**config.mk**
```make
export PLATFORM = sky130hd
export DESIGN_NAME = fb_frame_scheduler_flat
export DESIGN_NICKNAME = d
export VERILOG_FILES = /design/src/rtl/fb_pkg.sv /design/src/rtl/fb_frame_scheduler_if.sv /design/src/rtl/fb_vsync_edge.sv /design/src/rtl/fb_frame_scheduler.sv /design/src/flat_wrapper.sv
export SDC_FILE = /design/constraint.sdc
export NUM_CORES = 1
export LEC_CHECK = 0
export ABC_CLOCK_PERIOD_IN_PS = 2600
export BUFFER_PORTS_ARGS = -buffer_cell sky130_fd_sc_hd__clkbuf_2
export CAP_MARGIN = 5
export CORE_ASPECT_RATIO = 0.7
export CORE_MARGIN = 5
export CORE_UTILIZATION = 30
export CTS_BUF_LIST = sky130_fd_sc_hd__clkbuf_4
export CTS_CLUSTER_DIAMETER = 40
export DETAILED_ROUTE_END_ITERATION = 8
export PLACE_DENSITY_LB_ADDON = 0.25
export SLEW_MARGIN = 40
export SYNTH_ARGS = -nofsm -noshare
export SYNTH_HDL_FRONTEND = slang
export SYNTH_SLANG_ARGS = --single-unit
```
**constraint.sdc**
```tcl
create_clock -name clk -period 2.6 [get_ports clk]
set_input_delay 0.13 -clock clk [delete_from_list [all_inputs] [get_ports clk]]
set_output_delay 0.13 -clock clk [all_outputs]
set_load 0.01 [all_outputs]
```
**src/rtl/fb_pkg.sv**
```systemverilog
// Framebuffer scheduler package: frame-phase states and framebuffer geometry.
package fb_pkg;

  // Frame phases: sweep with clear colour, rasterizer draws, idle until buffer swap.
  typedef enum logic [1:0] {
    FS_CLEAR     = 2'd0,
    FS_DRAW      = 2'd1,
    FS_WAIT_SWAP = 2'd2
  } fb_state_t;

  localparam int FB_WIDTH      = 320;
  localparam int FB_HEIGHT     = 240;
  localparam int FB_PIXELS     = FB_WIDTH * FB_HEIGHT;
  localparam int FB_ADDR_WIDTH = 17;

endpackage

```
**src/rtl/fb_frame_scheduler_if.sv**
```systemverilog
// Rasterizer pixel channel plus framebuffer write port, as seen by the scheduler.
// master: rasterizer / framebuffer side. slave: the scheduler.
interface fb_frame_scheduler_if
  import fb_pkg::*;
#(
  parameter int ADDR_WIDTH = FB_ADDR_WIDTH
);
  logic                  pix_valid;
  logic                  pix_ready;
  logic [ADDR_WIDTH-1:0] pix_addr;
  logic [7:0]            pix_color;
  logic                  frame_end;
  logic                  fb_wea;
  logic [ADDR_WIDTH-1:0] fb_addra;
  logic [7:0]            fb_dina;

  modport master (
    output pix_valid, pix_addr, pix_color, frame_end,
    input  pix_ready, fb_wea, fb_addra, fb_dina
  );

  modport slave (
    input  pix_valid, pix_addr, pix_color, frame_end,
    output pix_ready, fb_wea, fb_addra, fb_dina
  );
endinterface

```
**src/rtl/fb_vsync_edge.sv**
```systemverilog
// Buffer-swap detector: registers vsync and flags its falling edge.
// The framebuffer uses this same block so both toggle on the identical condition.
module fb_vsync_edge (
  input  logic clk,
  input  logic reset,
  input  logic vsync,
  output logic vsync_fall
);
  logic prev_vsync_r;

  // Previous-cycle copy of vsync.
  always_ff @(posedge clk or posedge reset) begin
    if (reset) begin
      prev_vsync_r <= 1'b0;
    end else begin
      prev_vsync_r <= vsync;
    end
  end

  assign vsync_fall = prev_vsync_r & ~vsync;
endmodule

```
**src/rtl/fb_frame_scheduler.sv**
```systemverilog
// Frame scheduler: owns the framebuffer write port and runs CLEAR -> DRAW -> WAIT_SWAP.
// A vsync falling edge (buffer swap) from any state restarts the clear sweep; if the
// frame was not finished yet, frame_overrun pulses.
// Optional macro FB_OVERRUN_COUNT_EN adds a saturating 16-bit overrun_count output.
module fb_frame_scheduler
  import fb_pkg::*;
#(
  parameter int ADDR_WIDTH = FB_ADDR_WIDTH,
  parameter int NUM_PIXELS = FB_PIXELS
) (
  input  logic                clk,
  input  logic                reset,
  input  logic                vsync,
  input  logic [7:0]          clear_color,
  fb_frame_scheduler_if.slave bus,
  output logic                busy_clear,
  output logic                frame_overrun
`ifdef FB_OVERRUN_COUNT_EN
  ,
  output logic [15:0]         overrun_count
`endif
);
  localparam logic [ADDR_WIDTH-1:0] LAST_ADDR = ADDR_WIDTH'(NUM_PIXELS - 1);
  localparam logic [ADDR_WIDTH-1:0] ADDR_ZERO = {ADDR_WIDTH{1'b0}};
  localparam logic [ADDR_WIDTH-1:0] ADDR_ONE  = {{(ADDR_WIDTH-1){1'b0}}, 1'b1};

  fb_state_t             state_r, state_nxt_s;
  logic [ADDR_WIDTH-1:0] cnt_r, cnt_nxt_s, clr_cnt_s;
  logic [7:0]            colour_r, colour_nxt_s, clr_col_s;
  logic                  pending_r, pending_nxt_s;
  logic                  fb_wea_r, wea_nxt_s;
  logic [ADDR_WIDTH-1:0] fb_addra_r, addr_nxt_s;
  logic [7:0]            fb_dina_r, dina_nxt_s;
  logic                  overrun_r, overrun_nxt_s;
  logic                  vsync_fall_s;

  fb_vsync_edge u_vsync_edge (
    .clk        (clk),
    .reset      (reset),
    .vsync      (vsync),
    .vsync_fall (vsync_fall_s)
  );

  // Next-state, clear sweep and write-port decision for the coming cycle.
  always_comb begin
    state_nxt_s   = state_r;
    cnt_nxt_s     = cnt_r;
    colour_nxt_s  = colour_r;
    pending_nxt_s = pending_r;
    wea_nxt_s     = 1'b0;
    addr_nxt_s    = fb_addra_r;
    dina_nxt_s    = fb_dina_r;
    overrun_nxt_s = 1'b0;
    // A swap restarts the sweep at address 0 with the colour present at the edge.
    // pending_r stands in for "colour latched at reset": the first sweep after
    // reset takes clear_color live on its first write.
    clr_cnt_s = vsync_fall_s ? ADDR_ZERO : cnt_r;
    clr_col_s = (vsync_fall_s || pending_r) ? clear_color : colour_r;
    if (vsync_fall_s || (state_r == FS_CLEAR)) begin
      // Clear write; on a swap this also replaces any pixel handshaked this cycle.
      wea_nxt_s     = 1'b1;
      addr_nxt_s    = clr_cnt_s;
      dina_nxt_s    = clr_col_s;
      colour_nxt_s  = clr_col_s;
      pending_nxt_s = 1'b0;
      overrun_nxt_s = vsync_fall_s && (state_r != FS_WAIT_SWAP);
      if (clr_cnt_s == LAST_ADDR) begin
        state_nxt_s = FS_DRAW;
        cnt_nxt_s   = ADDR_ZERO;
      end else begin
        state_nxt_s = FS_CLEAR;
        cnt_nxt_s   = clr_cnt_s + ADDR_ONE;
      end
    end else begin
      case (state_r)
        FS_DRAW: begin
          if (bus.pix_valid) begin
            wea_nxt_s  = 1'b1;
            addr_nxt_s = bus.pix_addr;
            dina_nxt_s = bus.pix_color;
          end else begin
            wea_nxt_s  = 1'b0;
          end
          if (bus.frame_end) begin
            state_nxt_s = FS_WAIT_SWAP;
          end else begin
            state_nxt_s = FS_DRAW;
          end
        end
        FS_WAIT_SWAP: begin
          state_nxt_s = FS_WAIT_SWAP;
        end
        default: begin
          // Unused encoding: recover by restarting the sweep.
          state_nxt_s = FS_CLEAR;
          cnt_nxt_s   = ADDR_ZERO;
        end
      endcase
    end
  end

  // State, sweep counter, latched colour and registered write port.
  always_ff @(posedge clk or posedge reset) begin
    if (reset) begin
      state_r    <= FS_CLEAR;
      cnt_r      <= ADDR_ZERO;
      colour_r   <= 8'h00;
      pending_r  <= 1'b1;
      fb_wea_r   <= 1'b0;
      fb_addra_r <= ADDR_ZERO;
      fb_dina_r  <= 8'h00;
      overrun_r  <= 1'b0;
    end else begin
      state_r    <= state_nxt_s;
      cnt_r      <= cnt_nxt_s;
      colour_r   <= colour_nxt_s;
      pending_r  <= pending_nxt_s;
      fb_wea_r   <= wea_nxt_s;
      fb_addra_r <= addr_nxt_s;
      fb_dina_r  <= dina_nxt_s;
      overrun_r  <= overrun_nxt_s;
    end
  end

`ifdef FB_OVERRUN_COUNT_EN
  logic [15:0] overrun_count_r;

  // Saturating count of overrun pulses, updated together with the pulse.
  always_ff @(posedge clk or posedge reset) begin
    if (reset) begin
      overrun_count_r <= 16'h0000;
    end else if (overrun_nxt_s && (overrun_count_r != 16'hFFFF)) begin
      overrun_count_r <= overrun_count_r + 16'h0001;
    end else begin
      overrun_count_r <= overrun_count_r;
    end
  end

  assign overrun_count = overrun_count_r;
`endif

  assign bus.pix_ready  = (state_r == FS_DRAW);
  assign bus.fb_wea     = fb_wea_r;
  assign bus.fb_addra   = fb_addra_r;
  assign bus.fb_dina    = fb_dina_r;
  assign busy_clear     = (state_r == FS_CLEAR);
  assign frame_overrun  = overrun_r;
endmodule
```
**src/flat_wrapper.sv**
```systemverilog
// flat-port wrapper written by rule: the top's interface ports become plain ports
module fb_frame_scheduler_flat import fb_pkg::*;
#(
  parameter int ADDR_WIDTH = FB_ADDR_WIDTH,
  parameter int NUM_PIXELS = FB_PIXELS
)
  (clk, reset, vsync, clear_color, busy_clear, frame_overrun, bus_pix_valid, bus_pix_addr, bus_pix_color, bus_frame_end, bus_pix_ready, bus_fb_wea, bus_fb_addra, bus_fb_dina);
  fb_frame_scheduler_if #(.ADDR_WIDTH(ADDR_WIDTH)) bus_i ();
  input  logic clk;
  input  logic reset;
  input  logic vsync;
  input  logic [7:0] clear_color;
  output logic busy_clear;
  output logic frame_overrun;
  input wire logic [$bits(bus_i.pix_valid)-1:0] bus_pix_valid;
  input wire logic [$bits(bus_i.pix_addr)-1:0] bus_pix_addr;
  input wire logic [$bits(bus_i.pix_color)-1:0] bus_pix_color;
  input wire logic [$bits(bus_i.frame_end)-1:0] bus_frame_end;
  output wire logic [$bits(bus_i.pix_ready)-1:0] bus_pix_ready;
  output wire logic [$bits(bus_i.fb_wea)-1:0] bus_fb_wea;
  output wire logic [$bits(bus_i.fb_addra)-1:0] bus_fb_addra;
  output wire logic [$bits(bus_i.fb_dina)-1:0] bus_fb_dina;
  assign bus_i.pix_valid = bus_pix_valid;
  assign bus_i.pix_addr = bus_pix_addr;
  assign bus_i.pix_color = bus_pix_color;
  assign bus_i.frame_end = bus_frame_end;
  assign bus_pix_ready = bus_i.pix_ready;
  assign bus_fb_wea = bus_i.fb_wea;
  assign bus_fb_addra = bus_i.fb_addra;
  assign bus_fb_dina = bus_i.fb_dina;
  fb_frame_scheduler #(.ADDR_WIDTH(ADDR_WIDTH), .NUM_PIXELS(NUM_PIXELS)) u_core (.clk(clk), .reset(reset), .vsync(vsync), .clear_color(clear_color), .bus(bus_i), .busy_clear(busy_clear), .frame_overrun(frame_overrun));
endmodule
```
; Yosys cells after proc, flatten, opt, wreduce, memory -nomap -nowiden
; Index checks and enable logic that the tools add are counted.
[word_totals]
inputBits = 38
regBits = 56
output_inout_bits = 29
wordCells = 44
[classes]
n_eq_ne = 5
bitwise = 2
addsub = 1
n_mux = 19
n_reduce_logical = 8
[op_table]
columns = op, count
row1 = two-way mux 17 bit, 7
row2 = two-way mux 8 bit, 4
row3 = "adder 17 x 1 -> 17 bit, second input constant", 1
row4 = "equality test 17 bit, second input constant", 1
row5 = two-way mux 1 bit, 5
row6 = two-way mux 2 bit, 2
row7 = case mux 2 bit (2 select lines), 1
row8 = nonzero test 2 bit, 2
row9 = "equality test 2 x 1 -> 1 bit, second input constant", 1
row10 = "equality test 2 bit, second input constant", 1
row11 = zero test 2 bit, 1
row12 = logical OR 1 bit, 2
row13 = "inequality test 2 x 1 -> 1 bit, second input constant", 1
row14 = "inequality test 2 bit, second input constant", 1
row15 = AND reduction 2 bit, 1
row16 = OR reduction 2 bit, 1
row17 = AND 1 bit, 1
row18 = logical AND 1 bit, 1
row19 = inverter 1 bit, 1

; Logic depth before layout (Yosys ltp)
; Gate-level depths: netlist of run 1.
[logic_depth]
word_depth = 6
depth_mapped = 10
mapped_depth_nobuf = 8

; Hierarchy
; From an unflattened synthesis of run 1, not the netlist that was laid out.
[unflattened]
hier_cells = 294
area_unflattened_um2 = 2992.9
[by_module_without_submodules]
columns = mod, cells_each, n_inst, seq_area_each_um2, area_each_um2
row1 = fb_frame_scheduler, 291, 1, 1377.6, 2950.3
row2 = fb_vsync_edge, 3, 1, 25.0, 42.5

; Least setup slack after synthesis of run 1
; No wires, ideal clock.
[synth_path]
path_kind = register to register
from = register u_core.u_vsync_edge.prev_vsync_r
to = register u_core.cnt_r[16]
period_less_slack_ns = 2.362
setup_slack_ns = 0.238
t_arrival_ns = 2.272
n_path_buf = 2
required_time_ns = 2.510
stages_incl_launch_ff = 11
cell_sequence = dfrtp_1 > nand2b_1 > clkbuf_1 > clkbuf_1 > and2_1 > ha_1 > nand3_2 > nor3_2 > nand3_1 > mux2_4 > o31ai_4
[synth_between]
elab_chain_cells = 5
[synth_rtl]
columns = element, line_no
row1 = from (decl), fb_vsync_edge.sv:9  ; logic prev_vsync_r;
row2 = from (signal assigned), fb_vsync_edge.sv:16  ; prev_vsync_r <= vsync;
row3 = AND 1 bit *, fb_vsync_edge.sv:20  ; assign vsync_fall = prev_vsync_r & ~vsync;
row4 = two-way mux 17 bit, fb_frame_scheduler.sv:57  ; clr_cnt_s = vsync_fall_s ? ADDR_ZERO : cnt_r;
row5 = adder 17 x 1 -> 17 bit or equality test 17 bit (tied branches), "fb_frame_scheduler.sv:72, fb_frame_scheduler.sv:67"
row6 = two-way mux 17 bit, fb_frame_scheduler.sv:67  ; if (clr_cnt_s == LAST_ADDR) begin
row7 = two-way mux 17 bit, fb_frame_scheduler.sv:59  ; if (vsync_fall_s || (state_r == FS_CLEAR)) begin
row8 = to (signal assigned), fb_frame_scheduler.sv:115  ; cnt_r <= cnt_nxt_s;
row9 = to (decl), fb_frame_scheduler.sv:28  ; logic [ADDR_WIDTH-1:0] cnt_r, cnt_nxt_s, clr_cnt_s;
; Every way passes the cells marked *; elsewhere a longest branch is shown, timed or not.
; A chain may end at the register's enable or synchronous reset.

; Worst setup path after layout of run 1
[layout_path]
from = input vsync
to = register u_core.cnt_r[16]
[layout_between]
elab_chain_cells = 6
[layout_rtl]
columns = element, line_no
row1 = from (decl), flat_wrapper.sv:11  ; input logic vsync;
row2 = inverter 1 bit *, fb_vsync_edge.sv:20
row3 = AND 1 bit *, fb_vsync_edge.sv:20
row4 = two-way mux 17 bit, fb_frame_scheduler.sv:57
row5 = adder 17 x 1 -> 17 bit or equality test 17 bit (tied branches), "fb_frame_scheduler.sv:72, fb_frame_scheduler.sv:67"
row6 = two-way mux 17 bit, fb_frame_scheduler.sv:67
row7 = two-way mux 17 bit, fb_frame_scheduler.sv:59
; Marked as above.

==> results of run 1 <==
-- power groups by stage --
stage                     registers, mW  logic, mW  clock network, mW
final                              1.02      0.298              0.503
after global routing               1.04      0.337              0.543
after CTS                          1.02      0.303              0.518
after detailed placement           1.04      0.288                  0
after global placement             1.04      0.286                  0
after floorplan                    1.04      0.153                  0
-- layer usage --
metal	part of all wire, %	wire, µm
met3	6.2	529
met5	0	0
met2	43	3640
met4	0.70	60
met1	50	4290
-- Yosys cell counts, types with 2 or more instances --
master	n
nand2_1	61
dfrtp_1	55
a21oi_1	40
nand3_1	24
nor2_1	22
o21ai_0	14
clkbuf_1	12
inv_1	6
mux2i_1	6
a211oi_1	5
and3_1	5
nand4_1	5
nor3_1	5
o21ai_1	5
buf_2	4
ha_1	4
o22ai_1	4
a311oi_1	3
buf_1	3
o211ai_1	3
o31ai_1	3
a221oi_1	2
a31oi_1	2
a32oi_1	2
and2_1	2
and4_1	2
nand2b_1	2
nor2b_1	2
xor2_1	2
-- worst paths after layout --
path | slack, ns | to
setup / recovery | 0.49 | u_core.cnt_r[16]
hold / removal | 0.01 | u_core.bus.fb_addra[9]
setup reg to reg | 0.53 | u_core.cnt_r[16]
hold reg to reg | 0.49 | u_core.colour_r[7]
max in group asynchronous | 1.69 | u_core.pending_r
min in group asynchronous | 0.21 | u_core.bus.fb_dina[1]
-- sequential cells by signal, indices dropped and copies added, names as in the netlist --
register,flops
u_core.u_vsync_edge.prev_vsync_r,1
u_core.colour_r,8
u_core.pending_r,1
u_core.frame_overrun,1
u_core.bus.fb_addra,17
u_core.bus.fb_dina,8
u_core.cnt_r,17
u_core.state_r,2
u_core.bus.fb_wea,1
-- worst max-delay path, cell delays in order --
cell and delay, ns:
dlygate4sd3_1 0.52, clkbuf_2 0.13, nand2b_1 0.18, and2_1 0.19, ha_1 0.22, nand3_2 0.18
nor3_2 0.27, nand3_1 0.12, mux2_4 0.32, o31ai_4 0.15
-- final cells by class --
cell class                      instances  area (µm²)
Inverter                                7        26.3
Timing Repair Buffer                   88         528
Sequential cell                        56        1400
Tap cell                              128         160
Multi-Input combinational cell        245        1380
Clock buffer                            6        45.0
Fill cell                             984        5950
Clock inverter                          2        35.0
-- cell usage in the layout, fill, tap and decap left out, types with 3 or more instances in the layout --
| master | instances |
|---|---|
| nand4_1 | 5 |
| ha_1 | 4 |
| clkbuf_2 | 66 |
| nor3_1 | 5 |
| mux2i_1 | 6 |
| o21ai_1 | 5 |
| nand2_1 | 61 |
| o22ai_1 | 4 |
| o21ai_0 | 14 |
| buf_4 | 9 |
| and3_1 | 5 |
| a311oi_1 | 3 |
| nand3_1 | 24 |
| o211ai_1 | 3 |
| dfrtp_1 | 55 |
| dlygate4sd3_1 | 13 |
| a211oi_1 | 5 |
| o31ai_1 | 3 |
| inv_1 | 5 |
| nor2_1 | 22 |
| a21oi_1 | 40 |
| clkbuf_4 | 6 |
-- cells by family after synthesis --
logic type,share of synthesized area (%)
AOI/OAI and AO/OA,18.5
xor gates and xnor gates,0.911
adders and majority gates,1.73
buffers and inverters,3.56
DFF,48.6
muxes,3.38
and+or+nand+nor,23.3
-- metrics by stage --
step                      util, %  setup slack (ns)  total power [mW]
after floorplan                 -             0.238              1.19
after global placement       35.3             0.652              1.33
after detailed placement     35.3             0.577              1.33
after CTS                    37.5             0.528              1.84
after global routing         37.5             0.381              1.92
final                        37.5             0.489              1.82
-- what timing repair did --
| item | 4_1_cts | 5_1_grt |
|---|---|---|
| hold buffers | 13 | 0 |
| resized for setup | 0 | 0 |
| endpoints found under the hold margin | 34 | 0 |
==> impl_metrics.tcl, run 1 <==
set metrics [dict create \
    status "finished clean" \
    final_cells 532 \
    antenna_cells 0 \
    async_reset_ff_share_pct 100 \
    maxCapViolCount 0 \
    synth_edf_count 0 \
    fin_crit_ns 2.11 \
    gp_congestion 0.921 \
    grt_max_degree 43 \
    die_h_um 92.1 \
    wl_per_cell_um 16.0 \
    cts_inserted_buffers 5 \
    syn_inst 327 \
    fin_setup_tns_ns 0 \
    final_area_um2 3580 \
    clkTransAtPathRegs_ns 0.17 \
    hold_ws_ns 0.0150 \
    start_util_pct 30.3 \
    min_from "bus_pix_addr[9]" \
    seqPwrFrac_pct 56.1 \
    fin_nets 445 \
    use_met1_pct 22.5 \
    grt_pass1_vias 2574 \
    cts_sinks 56 \
    critPathMaxFanout 7 \
    critPathLaunch "vsync" \
    dpl_cell_area_um2 3370 \
    routed_wl_mm 8.52 \
    synth_top_cells_by_area "dfrtp_1 (48%), nand2_1 (7.9%), a21oi_1 (6.9%), nand3_1 (4.2%), nor2_1 (2.9%)" \
    numPortBuffers 66 \
    p_leak_nw 1.66 \
    dr.pass1.iters 4 \
    clock_path_buffers 2 \
    area_growth_pct 24.1 \
    gr-max-usage-layer "met1" \
    rsz0062_at_grt "false" \
    fp.dieW_um 127 \
    ys.warnings.count 0 \
    setup_viol 0 \
    slew_viol_final 0 \
    hold_path_depth 3 \
    ys.flop_type "dfrtp_1" \
    met3_usage_pct 3.55 \
    synthesis.area_um2 2890 \
    start_kind "input pin" \
    placedCellCount 511 \
    post-cts-setup-buffers 0 \
    ir_drop_mv 0.264 \
    clockRootBuffer "clkbuf_4" \
    slew_headroom_pct 48.5 \
    ant_nets 0 \
    cts_tree "yes" \
    hpwl_mm 6.15 \
    p_int_mw 1.30 \
    worst_pin_slew_ns 0.767 \
    grt_pass1_wl_mm 13.7 \
    met2_usage_pct 20.4 \
    ys_ff_latch 56 \
    p_per_area_nw_per_um2 510 \
    fin_crit_sh_pct 81.2 \
    placement_rows 30 \
    drive_above_1_share_pct 23.8 \
    die-area_um2 11700 \
    yosysUniqueCellTypes 51 \
    first_iter_violations 227 \
    yosysSeqAreaShare_pct 48.6 \
    finClkSkew_ns 0.0171 \
    syn_nets 369 \
    core_area_um2 9530 \
    crit_type "input pin to flip-flop" \
    power_switching_uw 526 \
    fmax_mhz 474 \
    post_drt_via_cell_ratio 5.12 \
    ioPinCount 67 \
    insertion_delay_ns 0.40 \
    combPwrFrac_pct 16.3 \
    worstSetupEndpointType "flip-flop" \
    worstPathRequired_ns 2.92 \
    ff2ff_path_depth 8 \
    critPathArrivalTime_ns 2.43 \
    overflow 0 \
    synth.top_cell.area_share_pct 47.7 \
    drc 0 \
    vias 2723 \
    track_usage_pct 14.6 \
    synth_top_area_cell "dfrtp_1" \
    switching_share_pct 28.8 \
    clkPwrFrac_pct 27.6 \
    holdCritPathClass "input pin to flip-flop" \
    antenna_found_initial 0 \
    hold_viol_final 0 \
    syn-mean-instance-area_um2 8.82 \
    ctsHtreeMaxLevel 2 \
    worstReg2RegStart "u_core.u_vsync_edge.prev_vsync_r" \
]
No activity file was read; power rests on OpenSTA's default activity.
==> inputs of run 2 (changes only) <==
--- a/config.mk
+++ b/config.mk
@@ -5,7 +5,8 @@
 export SDC_FILE = /design/constraint.sdc
 export NUM_CORES = 1
 export LEC_CHECK = 0
-export ABC_CLOCK_PERIOD_IN_PS = 2600
+export ABC_AREA = 1
+export ABC_CLOCK_PERIOD_IN_PS = 1800
 export BUFFER_PORTS_ARGS = -buffer_cell sky130_fd_sc_hd__clkbuf_2
 export CAP_MARGIN = 5
 export CORE_ASPECT_RATIO = 0.7
==> constraint.sdc (replaced) <==
create_clock -name clk -period 1.8 [get_ports clk]
set_input_delay 0.09 -clock clk [delete_from_list [all_inputs] [get_ports clk]]
set_output_delay 0.09 -clock clk [all_outputs]
set_load 0.01 [all_outputs]
==> run 2 against run 1 <==
  * Critical path depth up 1
  * Core utilization up 2.9 points
  * Sequential power up 43%
  * Area after synthesis up 3.8%
  * Clock-buffer cell count unchanged
  * Largest cell class unchanged
  * Largest power group unchanged
  * Highest routed layer unchanged
==> impl_metrics.tcl, run 2 <==
set metrics [dict create \
    drive_above_1_share_pct 25.3 \
    wl_met2_mm 3.59 \
    cts_inserted_buffers 5 \
    grt_pass1_vias 2839 \
    final_cell_mix "nand2_1 (77), clkbuf_2 (66), dfrtp_1 (55), nor2_1 (46), inv_1 (41)" \
    hpwl_mm 6.36 \
    syn_nets 430 \
    synthesis.area_um2 3000 \
    post_drt_via_cell_ratio 4.65 \
    crit_type "flip-flop to flip-flop" \
    yosysSeqAreaShare_pct 46.8 \
    ioPinCount 67 \
    fp.dieW_um 129 \
    synth_top_cells_by_area "dfrtp_1 (46%), nand2_1 (9.9%), nor2_1 (6.3%), o21ai_0 (5.8%), inv_1 (5.3%)" \
    die-area_um2 12100 \
    synth_common_cells "nand2_1 (79), dfrtp_1 (55), nor2_1 (50), inv_1 (42), o21ai_0 (35)" \
    highest_layer "met4" \
    critPathMaxFanout 6 \
    fillers 991 \
    ys_ff_latch 56 \
    grt_pass1_wl_mm 14.3 \
    synth_edf_count 0 \
    synth_most_common_cell "nand2_1" \
    yosysUniqueCellTypes 30 \
    final_area_um2 3930 \
    worstSetupEndpointType "flip-flop" \
    rrSetupSlack_ns 0.06 \
    fin_crit_ns 1.74 \
    drc 0 \
    hold_ws_ns 0.0185 \
    ys.warnings.count 0 \
    ctsHtreeMaxLevel 2 \
    fmax_mhz 574 \
    finalPower_mw 2.69 \
    p_per_area_nw_per_um2 684 \
    synth.top_cell.area_share_pct 45.9 \
    clockRootBuffer "clkbuf_4" \
    start_kind "flip-flop" \
    hold_viol_final 0 \
    finClkSkew_ns 0.00898 \
    ant_nets 0 \
    start_util_pct 30.8 \
    numPortBuffers 66 \
    ys.flop_type "dfrtp_1" \
    core_area_um2 9720 \
    detailroute.wirelength.met3_um 481 \
    clkTransAtPathRegs_ns 0.17 \
    holdCritPathClass "input pin to flip-flop" \
    overflow 0 \
    insertion_delay_ns 0.39 \
    cts_tree "yes" \
    track_usage_pct 14.7 \
    wl_per_cell_um 14.2 \
    synth_top_area_cell "dfrtp_1" \
    layout_commonest_cell "nand2_1" \
    first_iter_violations 200 \
    drt-met1-wl_mm 4.67 \
    ir_drop_mv 0.360 \
    gp_congestion 0.865 \
    slew_viol_final 0 \
    grt_max_degree 28 \
    fin_nets 531 \
    dr.pass1.iters 4 \
    cts_sinks 56 \
    p_leak_nw 1.97 \
    syn-mean-instance-area_um2 7.72 \
    async_reset_ff_share_pct 100 \
    syn_inst 388 \
    dpl_cell_area_um2 3530 \
    worst_pin_slew_ns 0.494 \
    rsz0062_at_grt "true" \
    fin_crit_sh_pct 96.8 \
    antenna_found_initial 0 \
    vias 2878 \
    slew_headroom_pct 67.0 \
    clock_path_buffers 2 \
    status "finished clean" \
    die_h_um 93.6 \
    critPathArrivalTime_ns 2.04 \
    maxCapViolCount 0 \
    worstPathRequired_ns 2.10 \
    area_growth_pct 31.2 \
    placement_rows 30 \
    setup_viol 0 \
    routed_wl_mm 8.78 \
]
run 2: changes by cell type after synthesis, sizes merged, moves of 5 or more:
cell / delta
nand2: +23
a21oi: -14
a211oi: -5
inv: +41
o21ai: +25
mux2i: -6
and3: -5
buf: +5
clkbuf: -9
nor2: +36
o211ai: +5
run 2: final timing paths:
kind,start,endpoint,depth (start not counted)
setup reg to reg,u_core.u_vsync_edge.prev_vsync_r,u_core.cnt_r[13],11
hold reg to reg,u_core.pending_r,u_core.pending_r,2
max in group asynchronous,reset,u_core.bus.fb_addra[2],4
hold / removal,bus_pix_addr[1],u_core.bus.fb_addra[1],3
min in group asynchronous,reset,u_core.colour_r[3],3
setup / recovery,u_core.u_vsync_edge.prev_vsync_r,u_core.cnt_r[13],11
run 2: worst max-delay path, cell delays in order, from the launching register on:
cell and delay, ns:
dfrtp_1 0.43, nand2_4 0.09, inv_4 0.06, nor2_2 0.13, ha_2 0.24, nand4_4 0.17
inv_2 0.12, nand2_2 0.09, nor2_2 0.10, nor2_2 0.08, nand3_1 0.08, nand2_1 0.05
run 2: cells by family (layout without fill, tap and decap cells):
kind of cell	count (synthesis)	in the layout	share of synthesized area (%)
buffers and inverters	63	165	8.90
other	0	1	0
xor gates and xnor gates	5	5	1.46
and+or+nand+nor	178	178	26.6
DFF	56	56	46.8
AOI/OAI and AO/OA	82	82	14.5
adders and majority gates	4	4	1.67
run 2: cell type report:
cell class              instances  area (µm²)  share of cell area (%)
diodes                          1        2.50                  0.0637
clock buffers                   6        45.0                    1.15
clock inverters                 2        35.0                   0.892
inverters                      48         185                    4.71
multi-input cells             269        1360                    34.7
flip-flops and latches         56        1400                    35.7
well taps                     128         160                    4.08
repair buffers                109         736                    18.7
run 2: repair_timing:
item | CTS | global route
pin swaps | 1 | 2
cloned | 0 | 0
buffers inserted | 1 | 2
gates resized for setup | 5 | 9
hold buffers | 25 | 0
endpoints found under the hold margin | 42 | 0
endpoints found under the setup margin | 14 | 41
run 2: through the flow:
step / util, % / instances / setup slack [ns] / TNS (ns)
6_report: 40.4 / 619 / 0.0571 / 0
3_3_place_gp: 36.3 / 582 / 0.0748 / 0
5_1_grt: 40.4 / 618 / -0.0182 / -0.0371
4_1_cts: 40.0 / 616 / 0.00300 / 0
2_1_floorplan: - / 388 / 0.146 / 0
3_5_place_dp: 36.3 / 582 / -0.0571 / -0.316
run 2: per-layer routing:
layer	vias up	GRT usage, %
li1	1456	-
met1	1342	23.0
met2	75	21.0
met3	5	3.20
met4	0	2.34
met5	-	0
run 2: power breakdown:
group,switching (mW),internal (mW)
clock network,0.423,0.307
logic,0.267,0.230
registers,0.0903,1.37
total,0.780,1.91
==> inputs of run 3 (changes only) <==
--- a/config.mk
+++ b/config.mk
@@ -15,7 +15,7 @@
 export CTS_BUF_LIST = sky130_fd_sc_hd__clkbuf_4
 export CTS_CLUSTER_DIAMETER = 40
 export DETAILED_ROUTE_END_ITERATION = 8
-export PLACE_DENSITY_LB_ADDON = 0.25
+export PLACE_DENSITY_LB_ADDON = 0.2
 export SLEW_MARGIN = 40
 export SYNTH_ARGS = -nofsm -noshare
 export SYNTH_HDL_FRONTEND = slang
==> run 3 against run 2 <==
  * Non-clock buffer count rose by 6
  * Combinational power barely moved
  * Hold slack got worse by 0.0018 ns
  * Sequential cell count did not move
  * Register-to-register slack improved by 0.09 ns
  * Fmax rose by 5.3%
  * Largest power group unchanged
==> impl_metrics.tcl, run 3 (synthesis gave the netlist of run 2 again) <==
set metrics [dict create \
    clkTransAtPathRegs_ns 0.17 \
    gp_congestion 0.929 \
    placement_rows 30 \
    critPathTopFamily "flip-flops" \
    drc 0 \
    fin_crit_sh_pct 92.0 \
    finClkSkew_ns 0.00870 \
    clock_path_buffers 2 \
    first_iter_violations 202 \
    track_usage_pct 15.0 \
    hpwl_mm 6.13 \
    critPathArrivalTime_ns 1.95 \
    status "finished clean" \
    seqPwrFrac_pct 57.5 \
    maxCapViolCount 0 \
    dr.pass1.iters 5 \
    routed_wl_mm 8.86 \
    area_growth_pct 32.6 \
    slew_headroom_pct 69.2 \
    numPortBuffers 66 \
    cpPeakStageDelay_ns 0.40 \
    combPwrFrac_pct 19.4 \
    critPathBufInv 2 \
    cp_slowest_cell "dfrtp_1" \
    setup_viol 0 \
    start_kind "flip-flop" \
    final_cell_mix "nand2_1 (77), clkbuf_2 (66), dfrtp_1 (55), nor2_1 (46), inv_1 (41)" \
    fin_setup_tns_ns 0 \
    p_leak_nw 1.99 \
    wl_per_cell_um 14.2 \
    fmax_mhz 604 \
    clkPwrFrac_pct 23.1 \
    core_area_um2 9720 \
    grt_max_degree 57 \
    cts_inserted_buffers 5 \
    die_h_um 93.6 \
    ir_drop_mv 0.278 \
    slew_viol_final 0 \
    ioPinCount 67 \
    switching_share_pct 31.0 \
    cts_tree "yes" \
    worstPathRequired_ns 2.09 \
    vias 2896 \
    power_switching_uw 789 \
    start_util_pct 30.8 \
    fin_nets 537 \
    dpl_cell_area_um2 3550 \
    insertion_delay_ns 0.40 \
    final_area_um2 3970 \
    rsz0062_at_grt "false" \
    die-area_um2 12100 \
    grt_pass1_wl_mm 14.4 \
    drive_above_1_share_pct 24.6 \
    overflow 0 \
    fp.dieW_um 129 \
    crit_type "flip-flop to flip-flop" \
    layout_commonest_cell "nand2_1" \
    antenna_found_initial 0 \
    p_int_mw 1.75 \
    grt_pass1_vias 2892 \
    critPathMaxFanout 23 \
    post_drt_via_cell_ratio 4.63 \
    holdCritPathClass "input pin to flip-flop" \
    fin_crit_ns 1.66 \
    worstSetupEndpointType "flip-flop" \
    worst_pin_slew_ns 0.462 \
    crit_path_cell_trace "inv_1, ha_1, nor2_4, inv_2, o211ai_1, o21ai_0" \
    p_per_area_nw_per_um2 640 \
    hold_viol_final 0 \
    ctsHtreeMaxLevel 2 \
    ant_nets 0 \
    cts_sinks 56 \
    clockRootBuffer "clkbuf_4" \
]
## run 3: worst paths after layout
path	from	end	slack [ns]	cells past startpoint
max	u_core.state_r[0]	u_core.colour_r[0]	0.14	6
min	bus_pix_addr[8]	u_core.bus.fb_addra[8]	0.02	3
max reg2reg	u_core.state_r[0]	u_core.colour_r[0]	0.14	6
min reg2reg	u_core.pending_r	u_core.pending_r	0.47	2
max in group asynchronous	reset	u_core.pending_r	1.25	4
min in group asynchronous	reset	u_core.bus.fb_addra[12]	0.25	4
## run 3: final cells by class
type	count	area (µm²)
Antenna cell	1	2.50
Sequential cell	56	1400
Timing Repair Buffer	115	816
Tap cell	128	160
Fill cell	997	5750
Clock inverter	3	13.8
Multi-Input combinational cell	269	1360
Clock buffer	5	37.5
Inverter	48	183
## run 3: through the flow
stage          utilization (%)  power [mW]  instances  hold WS (ns)  setup WS (ns)
3_5_place_dp              36.5        1.90        582         0.163         0.0161
6_report                  40.9        2.54        625        0.0167          0.144
4_1_cts                   40.4        2.55        622       0.00936        0.00176
5_1_grt                   40.8        2.69        624      0.000513        0.00262
2_1_floorplan                -        1.70        388         0.121          0.146
3_3_place_gp              36.5        1.91        582         0.162          0.105
## run 3: what timing repair did
item                                    CTS  global route
buffers inserted                          0             2
endpoints found under the hold margin    87             0
hold buffers                             32             0
gates resized for setup                   0             9
endpoints found under the setup margin    0            15
## run 3: worst min-delay path, delay by kind of cell
kind / cells / cell delay [ns]
compound gates: 2 / 0.22
buf+inv: 1 / 0.08
## run 3: layer usage
| metal | wire, µm | GRT usage [%] |
|---|---|---|
| met2 | 3760 | 22.2 |
| met1 | 4590 | 22.5 |
| met4 | 70 | 2.85 |
| met5 | 0 | 0 |
| met3 | 436 | 3.14 |
## run 3: power groups by stage
stage	clock network [mW]	logic, mW	registers (mW)
2_1_floorplan	0	0.220	1.48
6_report	0.587	0.494	1.46
3_3_place_gp	0	0.428	1.48
3_5_place_dp	0	0.428	1.48
4_1_cts	0.612	0.485	1.45
5_1_grt	0.660	0.558	1.48
